**src/rtl/gate_occupancy_controller.sv**
```systemverilog
// Barrier gate controller with timed motor travel, auto-close hold, obstruction
// reversal and capacity-limited occupancy counting. Optional: GATE_MANUAL_OVERRIDE_EN.
module gate_occupancy_controller #(
  parameter int CAPACITY      = 8,
  parameter int TRAVEL_CYCLES = 3,
  parameter int HOLD_CYCLES   = 4,
  localparam int CNT_W        = $clog2(CAPACITY + 1)
) (
  input  logic             clk,
  input  logic             reset,
  input  logic             entry_sensor,
  input  logic             exit_sensor,
  input  logic             obstruction,
`ifdef GATE_MANUAL_OVERRIDE_EN
  input  logic             force_open,
`endif
  output logic             gate_open,
  output logic             gate_close,
  output logic             motor_up,
  output logic             motor_down,
  output logic [CNT_W-1:0] occupancy,
  output logic             full,
  output logic             denied
);

  localparam int TMR_MAX = (TRAVEL_CYCLES > HOLD_CYCLES) ? TRAVEL_CYCLES : HOLD_CYCLES;
  localparam int TMR_W   = $clog2(TMR_MAX + 1);

  localparam logic [TMR_W-1:0] TRAVEL_LOAD = TMR_W'(TRAVEL_CYCLES);
  localparam logic [TMR_W-1:0] HOLD_LOAD   = TMR_W'(HOLD_CYCLES);
  localparam logic [TMR_W-1:0] TMR_ONE     = TMR_W'(1);
  localparam logic [CNT_W-1:0] CAP_VAL     = CNT_W'(CAPACITY);
  localparam logic [CNT_W-1:0] CNT_ONE     = CNT_W'(1);

  typedef enum logic [1:0] {
    ST_CLOSED,
    ST_OPENING,
    ST_OPEN,
    ST_CLOSING
  } state_t;

  state_t           state_q, state_d;
  logic [TMR_W-1:0] timer_q, timer_d;
  logic [CNT_W-1:0] occ_d;
  logic             entry_q, exit_q;
  logic             entry_edge, exit_edge;
  logic             entry_acc, exit_acc;
  logic             gate_req;
  logic             force_w;

`ifdef GATE_MANUAL_OVERRIDE_EN
  assign force_w = force_open;
`else
  assign force_w = 1'b0;
`endif

  // ---------------------------------------------------------------------------
  // Request detection and acceptance
  // ---------------------------------------------------------------------------
  assign entry_edge = entry_sensor & ~entry_q;
  assign exit_edge  = exit_sensor & ~exit_q;

  // A simultaneous exit frees a slot, so a full lot can still admit an entry.
  assign exit_acc  = exit_edge;
  assign entry_acc = entry_edge &&
                     ((occupancy < CAP_VAL) || (exit_edge && (occupancy != '0)));
  assign gate_req  = entry_acc || exit_acc;

  // NOTE: sequential state uses non-blocking assignments so every register
  // samples the pre-edge values, independent of block ordering.
  always_ff @(posedge clk or negedge reset) begin
    if (!reset) begin
      // NOTE: edge registers reset high so a sensor already asserted when
      // reset releases is not mistaken for a fresh request.
      entry_q <= 1'b1;
      exit_q  <= 1'b1;
    end else begin
      entry_q <= entry_sensor;
      exit_q  <= exit_sensor;
    end
  end

  // ---------------------------------------------------------------------------
  // Occupancy counter and denial pulse
  // ---------------------------------------------------------------------------
  // NOTE: every combinational output gets a default first, so no path leaves
  // it unassigned and no latch is inferred.
  always_comb begin
    occ_d = occupancy;
    if (entry_acc && !exit_acc) begin
      occ_d = occupancy + CNT_ONE;
    end else if (exit_acc && !entry_acc && (occupancy != '0)) begin
      occ_d = occupancy - CNT_ONE;
    end
  end

  always_ff @(posedge clk or negedge reset) begin
    if (!reset) begin
      occupancy <= '0;
      denied    <= 1'b0;
    end else begin
      occupancy <= occ_d;
      denied    <= entry_edge && !entry_acc;
    end
  end

  assign full = (occupancy == CAP_VAL);

  // ---------------------------------------------------------------------------
  // Gate FSM
  // ---------------------------------------------------------------------------
  always_ff @(posedge clk or negedge reset) begin
    if (!reset) begin
      state_q <= ST_CLOSED;
      timer_q <= '0;
    end else begin
      state_q <= state_d;
      timer_q <= timer_d;
    end
  end

  always_comb begin
    state_d = state_q;
    timer_d = timer_q;
    unique case (state_q)
      ST_CLOSED: begin
        if (gate_req || force_w) begin
          state_d = ST_OPENING;
          timer_d = TRAVEL_LOAD;
        end
      end

      // Travel time is fixed; requests arriving now only update the count.
      ST_OPENING: begin
        if (timer_q <= TMR_ONE) begin
          state_d = ST_OPEN;
          timer_d = HOLD_LOAD;
        end else begin
          timer_d = timer_q - TMR_ONE;
        end
      end

      // Obstruction, override and new requests all restart the hold window.
      ST_OPEN: begin
        if (gate_req || obstruction || force_w) begin
          timer_d = HOLD_LOAD;
        end else if (timer_q <= TMR_ONE) begin
          state_d = ST_CLOSING;
          timer_d = TRAVEL_LOAD;
        end else begin
          timer_d = timer_q - TMR_ONE;
        end
      end

      // Safety reversal: anything under or approaching the gate reopens it.
      ST_CLOSING: begin
        if (obstruction || gate_req || force_w) begin
          state_d = ST_OPENING;
          timer_d = TRAVEL_LOAD;
        end else if (timer_q <= TMR_ONE) begin
          state_d = ST_CLOSED;
          timer_d = '0;
        end else begin
          timer_d = timer_q - TMR_ONE;
        end
      end

      default: begin
        state_d = ST_CLOSED;
        timer_d = '0;
      end
    endcase
  end

  assign gate_close = (state_q == ST_CLOSED);
  assign motor_up   = (state_q == ST_OPENING);
  assign gate_open  = (state_q == ST_OPEN);
  assign motor_down = (state_q == ST_CLOSING);

  // ---------------------------------------------------------------------------
  // Invariants
  // ---------------------------------------------------------------------------
  a_occ_bounded : assert property (@(posedge clk) disable iff (!reset)
    occupancy <= CAP_VAL);

  a_outputs_onehot : assert property (@(posedge clk) disable iff (!reset)
    $onehot({gate_open, gate_close, motor_up, motor_down}));

endmodule

```
**config.mk**
```make
export PLATFORM = sky130hd
export DESIGN_NAME = gate_occupancy_controller
export DESIGN_NICKNAME = d
export VERILOG_FILES = /design/src/rtl/gate_occupancy_controller.sv
export SDC_FILE = /design/constraint.sdc
export NUM_CORES = 1
export LEC_CHECK = 0
export CORE_MARGIN = 5
export CORE_UTILIZATION = 30
export CTS_CLUSTER_DIAMETER = 200
export CTS_CLUSTER_SIZE = 10
export DETAILED_ROUTE_END_ITERATION = 10
export PLACE_DENSITY = 0.55
export SETUP_SLACK_MARGIN = 0.05
export SKIP_CTS_REPAIR_TIMING = 1
export SLEW_MARGIN = 30
export SYNTH_ARGS = -nofsm -noshare
export SYNTH_HDL_FRONTEND = slang
export SYNTH_SLANG_ARGS = --single-unit
```
**constraint.sdc**
```tcl
create_clock -name clk -period 3 [get_ports clk]
set_clock_uncertainty 0.15 [all_clocks]
set_input_delay 0.6 -clock clk [delete_from_list [all_inputs] [get_ports clk]]
set_output_delay 0.6 -clock clk [all_outputs]
set_load 0.02 [all_outputs]
```
Yosys cells after proc, flatten, opt, wreduce, memory -nomap -nowiden:

Index checks and enable logic that the tools add are counted.

* bitwise operators: 4
* $add $sub $neg: 3
* magnitude comparators: 2
* reductions and logical operators: 15
* multiplexer cells: 16
* equality and inequality tests: 9

Operators by type and width (number)
* $mux 3: 6
* $mux 2: 6
* $pmux 3 s4: 1
* $mux 4: 2
* $pmux 2 s4: 1
* $logic_and 1x1->1: 6
* $ne 2x1->1 const B: 3
* $reduce_and 5->1: 1
* $add 4x1->4 const B: 1
* $eq 2x2->1 const B: 2
* $eq 4x4->1 const B: 1
* $lt 4x4->1 const B: 1
* $reduce_bool 4->1: 1
* $sub 4x1->4 const B: 1
* $le 3x1->1 const B: 1
* $logic_or 1x1->1: 3
* $ne 3x1->1 const B: 1
* $sub 3x1->3 const B: 1
* $and 1x1->1: 2
* $eq 2x1->1 const B: 1
* $logic_not 1->1: 2
* $logic_not 2->1: 1
* $ne 2x2->1 const B: 1
* $not 1->1: 2
* $reduce_bool 2->1: 1

* output and inout bits: 10
* logic and storage cells: 55
* bits in registers: 12
* bits of input ports: 5

Depth between registers and ports, before layout:

* word-level depth: 10
* depth in mapped cells: 7
* depth with buffers taken out: 7

Worst setup path after synthesis:

OpenSTA, ideal clock, no wires.

* path type: input to register
* start: input entry_sensor
* end: register occupancy[3]
* path buffers: 0
* required time: 2.712 ns
* cell stages on the path: 7
* library setup time: 0.138 ns
* setup slack: 0.838 ns
* arrival time: 1.873 ns
* path through: nor3b_2 nand2_1 ha_1 a21o_1 a21o_1 a21oi_1 o221ai_1

* cells in the longest elaborated chain, start to end: 6
* elaborated cells between the ends (all ways): 8
* those cells by class: 1 x mux; 1 x bitwise; 6 x reduce/logical

Ends and longest elaborated chain
* start: declaration: line 11 `input logic entry_sensor,`
* $and 1x1->1 *: line 60 `assign entry_edge = entry_sensor & ~entry_q;`
* $logic_and 1x1->1 *: line 65 `assign entry_acc = entry_edge &&`
* $logic_not 1->1: line 92 `end else if (exit_acc && !entry_acc && (occupancy != '0)) begin`
* $logic_and 1x1->1 (2 in a row): line 92
* $reduce_bool 2->1 (no line)
* end signal: assignment: line 99 `occupancy <= '0;`
* end signal: assignment: line 102 `occupancy <= occ_d;`
* end: declaration: line 21 `output logic [CNT_W-1:0] occupancy,`

Mark *: on every way between the ends. The rest lies on a longest branch, timed or not.
A chain may end at the register's enable or synchronous reset.

Worst setup path after layout:

* start: register state_q[0]
* end: output gate_close

* cells in the longest elaborated chain, start to end: 1

Ends and longest elaborated chain
* start: declaration: line 42 `state_t state_q, state_d;`
* start signal: assignment: line 117 `state_q <= state_d;`
* $logic_not 2->1: line 175 `assign gate_close = (state_q == ST_CLOSED);`
* end: declaration: line 18 `output logic gate_close,`

Every way passes these cells.

==> metrics.md <==
| Metric | Value |
|---|---|
| DR vias/cell | 5.02 |
| Die width | approximately 63 µm |
| VDD IR max | around 0.5 mV |
| Clock sink total | 12 |
| RR Endpoint | state_q[1] |
| Worst R2R Setup Slack | 940 ps |
| Setup TNS | 0 ps |
| Antenna Violating Nets Remaining | 0 |
| Placed cell count | 131 |
| Area growth syn-to-layout | 26.1% |
| Internal power | about 0.00063 W |
| Fillcell total | 279 |
| Total track usage | 9.54% |
| Max Fclk | approximately 390 MHz |
| Register area share after synthesis | between 30% and 40% |
| Wire length per cell | 12.6 µm |
| Ratio of cells with drive above 1 in the final layout | 14.6% |
| Mapped Area | 830 µm² |
| Slowest CP cell | clkdlybuf4s50_1 |
| Post-synth EDFFs | 0 |
| Crit end category | primary output |
| Initial antenna violation count | 0 |
| 1st-iter DRT viols | 24 |
| CTS tree | yes |
| Min Tclk post-route | 2580 ps |
| Post-route DRC | 0 |
| Root buffer cell | clkbuf_4 |
| Nets | between 100 and 150 |
| Most frequent cells in the layout | 14 x clkdlybuf4s50_1, 10 x dfrtp_1, 8 x inv_1, 8 x nor2_1, 8 x ha_1 |
| WHS Endpoint | timer_q[1] |
| Arr. time, crit path | 1830 ps |
| Vias in the first global route | 698 |
| Slowest Stage Delay on Critical Path | 670 ps |
| DR vias | 673 |
| Core ar. | 0.00271 mm² |
| Leakage | between 0.4 and 0.5 nW |
| Final Cycle Share | 85.9% |
| Drt total wl | 1.69 mm |
| Reg clk slew, reported paths | 70 ps |
| Non-filler instance count after layout | ~130 |
| Worst path depth | 3 |
| Number of buffers created by CTS | 3 |
| Pwr/cell area | 1100 mW/mm² |
| Worst slew pin tran | 547 ps |
| Hold Violations, Final | 0 |
| Switching part of the total | between 40% and 50% |
| Pin count of the biggest net entering global routing | 13 |
| Worst hold slack | around 390 ps |
| Max Transition Viols Final | 0 |
| Critical path's top delay family | buffers and inverters |
| Hold_sp | timer_q[1] |
| Max Cap Viol | 0 |
| I/O pins | 15 |
| Hold depth | 1 |
| Worst-path fanout max | 8 |
| Worst EP required | 2250 ps |
| Reg2reg start | state_q[0] |
| Psw | 0.000517 W |
| H-tree depth | 1 |
| Worst slew margin | 63.4% |
| Row cnt | 19 |
| Crit-path cells | inv_1 > ha_1 > clkdlybuf4s50_1 |
| CP Class | flop to primary output |
| R2r worst-path depth | 6 |
| DIE AREA | 0.00392 mm² |
| Maximum clock path buffer count | 2 |
| Asr flop ratio synth | 100% |
| Commonest non-fill, non-tap cell in the layout | clkdlybuf4s50_1 |
| Worst Hold Class | flop to flop |
| Yosys cell types | 36 |
| Crit path buffers/inverters | 2 |
| # port buffers | 14 |
| Top FF cell, synth | dfrtp_1 |
| Comb pwr share | between 60% and 70% |
| Yosys Warn Count | 0 |
| RD Place Congestion | 0.717 |
| Type of origin of the critical path | flop |
| Die height | 62.6 µm |
| First-pass GRT wire length | 3.09 mm |
| Syn Nets | 98 |
| Hpwl dp | roughly 1.4 mm |
| Diode count | 0 |
| RSZ-0062 raised after global routing | false |
| Endpoints failing setup | 0 |
| Synth Register Bits | 12 |
| Initial Util | 30.6% |
| Residual overflow from global routing | 0 |
| Outcome | finished, final reports clean |
| Mean Syn Cell Area | 9.88 µm² |
| Clock power frac | 8.5% |
| Synth Instances | 84 |
| Sequential power share | 28.1% |
| Clock latency on the worst-skew pair | 270 ps |
| TritonRoute pass-1 iters | 4 |
[power groups by stage]
stage          logic (W)  registers (W)  clock network, W
5_1_grt         0.000817       0.000341          0.000111
3_3_place_gp    0.000726       0.000325                 0
2_1_floorplan   0.000490       0.000343                 0
4_1_cts         0.000741       0.000325          0.000104
6_report        0.000730       0.000324         0.0000978
3_5_place_dp    0.000738       0.000327                 0
[worst max path at each step]
stage / start / endpoint / slack, ps
finish: state_q[0] / gate_close / 420
detailed placement: entry_sensor / occupancy[3] / 310
global placement: entry_sensor / occupancy[3] / 370
floorplan: entry_sensor / occupancy[3] / 840
global route: state_q[0] / gate_close / 320
CTS: state_q[0] / gate_close / 410
[registers in the layout, summed over array words and instances, names as in the netlist]
signal,count
occupancy,4
state_q,2
timer_q,3
exit_q,1
denied,1
entry_q,1
[stage by stage]
stage	instance area (µm²)	power (W)	setup slack, ps	utilization, %
final	1050	0.00115	424	38.6
after global routing	1050	0.00127	315	38.6
after CTS	1050	0.00117	407	38.6
after detailed placement	1020	0.00106	310	37.8
after global placement	1020	0.00105	373	37.8
after floorplan	830	0.000832	838	-
[kinds of logic (layout without fill, tap and decap cells)]
group	Yosys count	after routing	synth area share (%)
AO/OA/AOI/OAI	23	23	21.1
XOR/XNOR	2	2	2.11
adder cells (fa/ha/maj)	9	9	14.5
buffers and inverters	8	27	3.62
flip-flops	12	12	36.5
multiplexers	2	2	2.71
AND/OR/NAND/NOR	28	28	19.5
[metal layers]
layer	wire (µm)	GRT usage, %	part of all wire (%)
met1	806	13.0	48
met2	793	14.6	47
met3	73	2.88	4.3
met4	21	2.39	1.2
met5	0	0	0
[area by class of cell]
class / instances / area [µm²] / share of cell area, %
clock buffer: 3 / 22.5 / 2.15
multi-input combinational: 64 / 497 / 47.5
inverter: 8 / 30.0 / 2.87
tap: 31 / 38.8 / 3.71
sequential: 12 / 303 / 28.9
timing repair buffer: 16 / 155 / 14.8
[Yosys cell counts (2+ instances only)]
library cell / instances / area (µm²)
a21oi_1: 6 / 30.0
dfstp_2: 2 / 52.6
nor2b_1: 2 / 12.5
dfrtp_1: 10 / 250
mux2_1: 2 / 22.5
xnor2_1: 2 / 17.5
nor3_1: 4 / 20.0
a21o_1: 3 / 22.5
o21ai_0: 2 / 10.0
nand2_1: 4 / 15.0
inv_1: 8 / 30.0
ha_1: 8 / 100
nor2_1: 8 / 30.0
No activity file was read; power rests on OpenSTA's default activity.
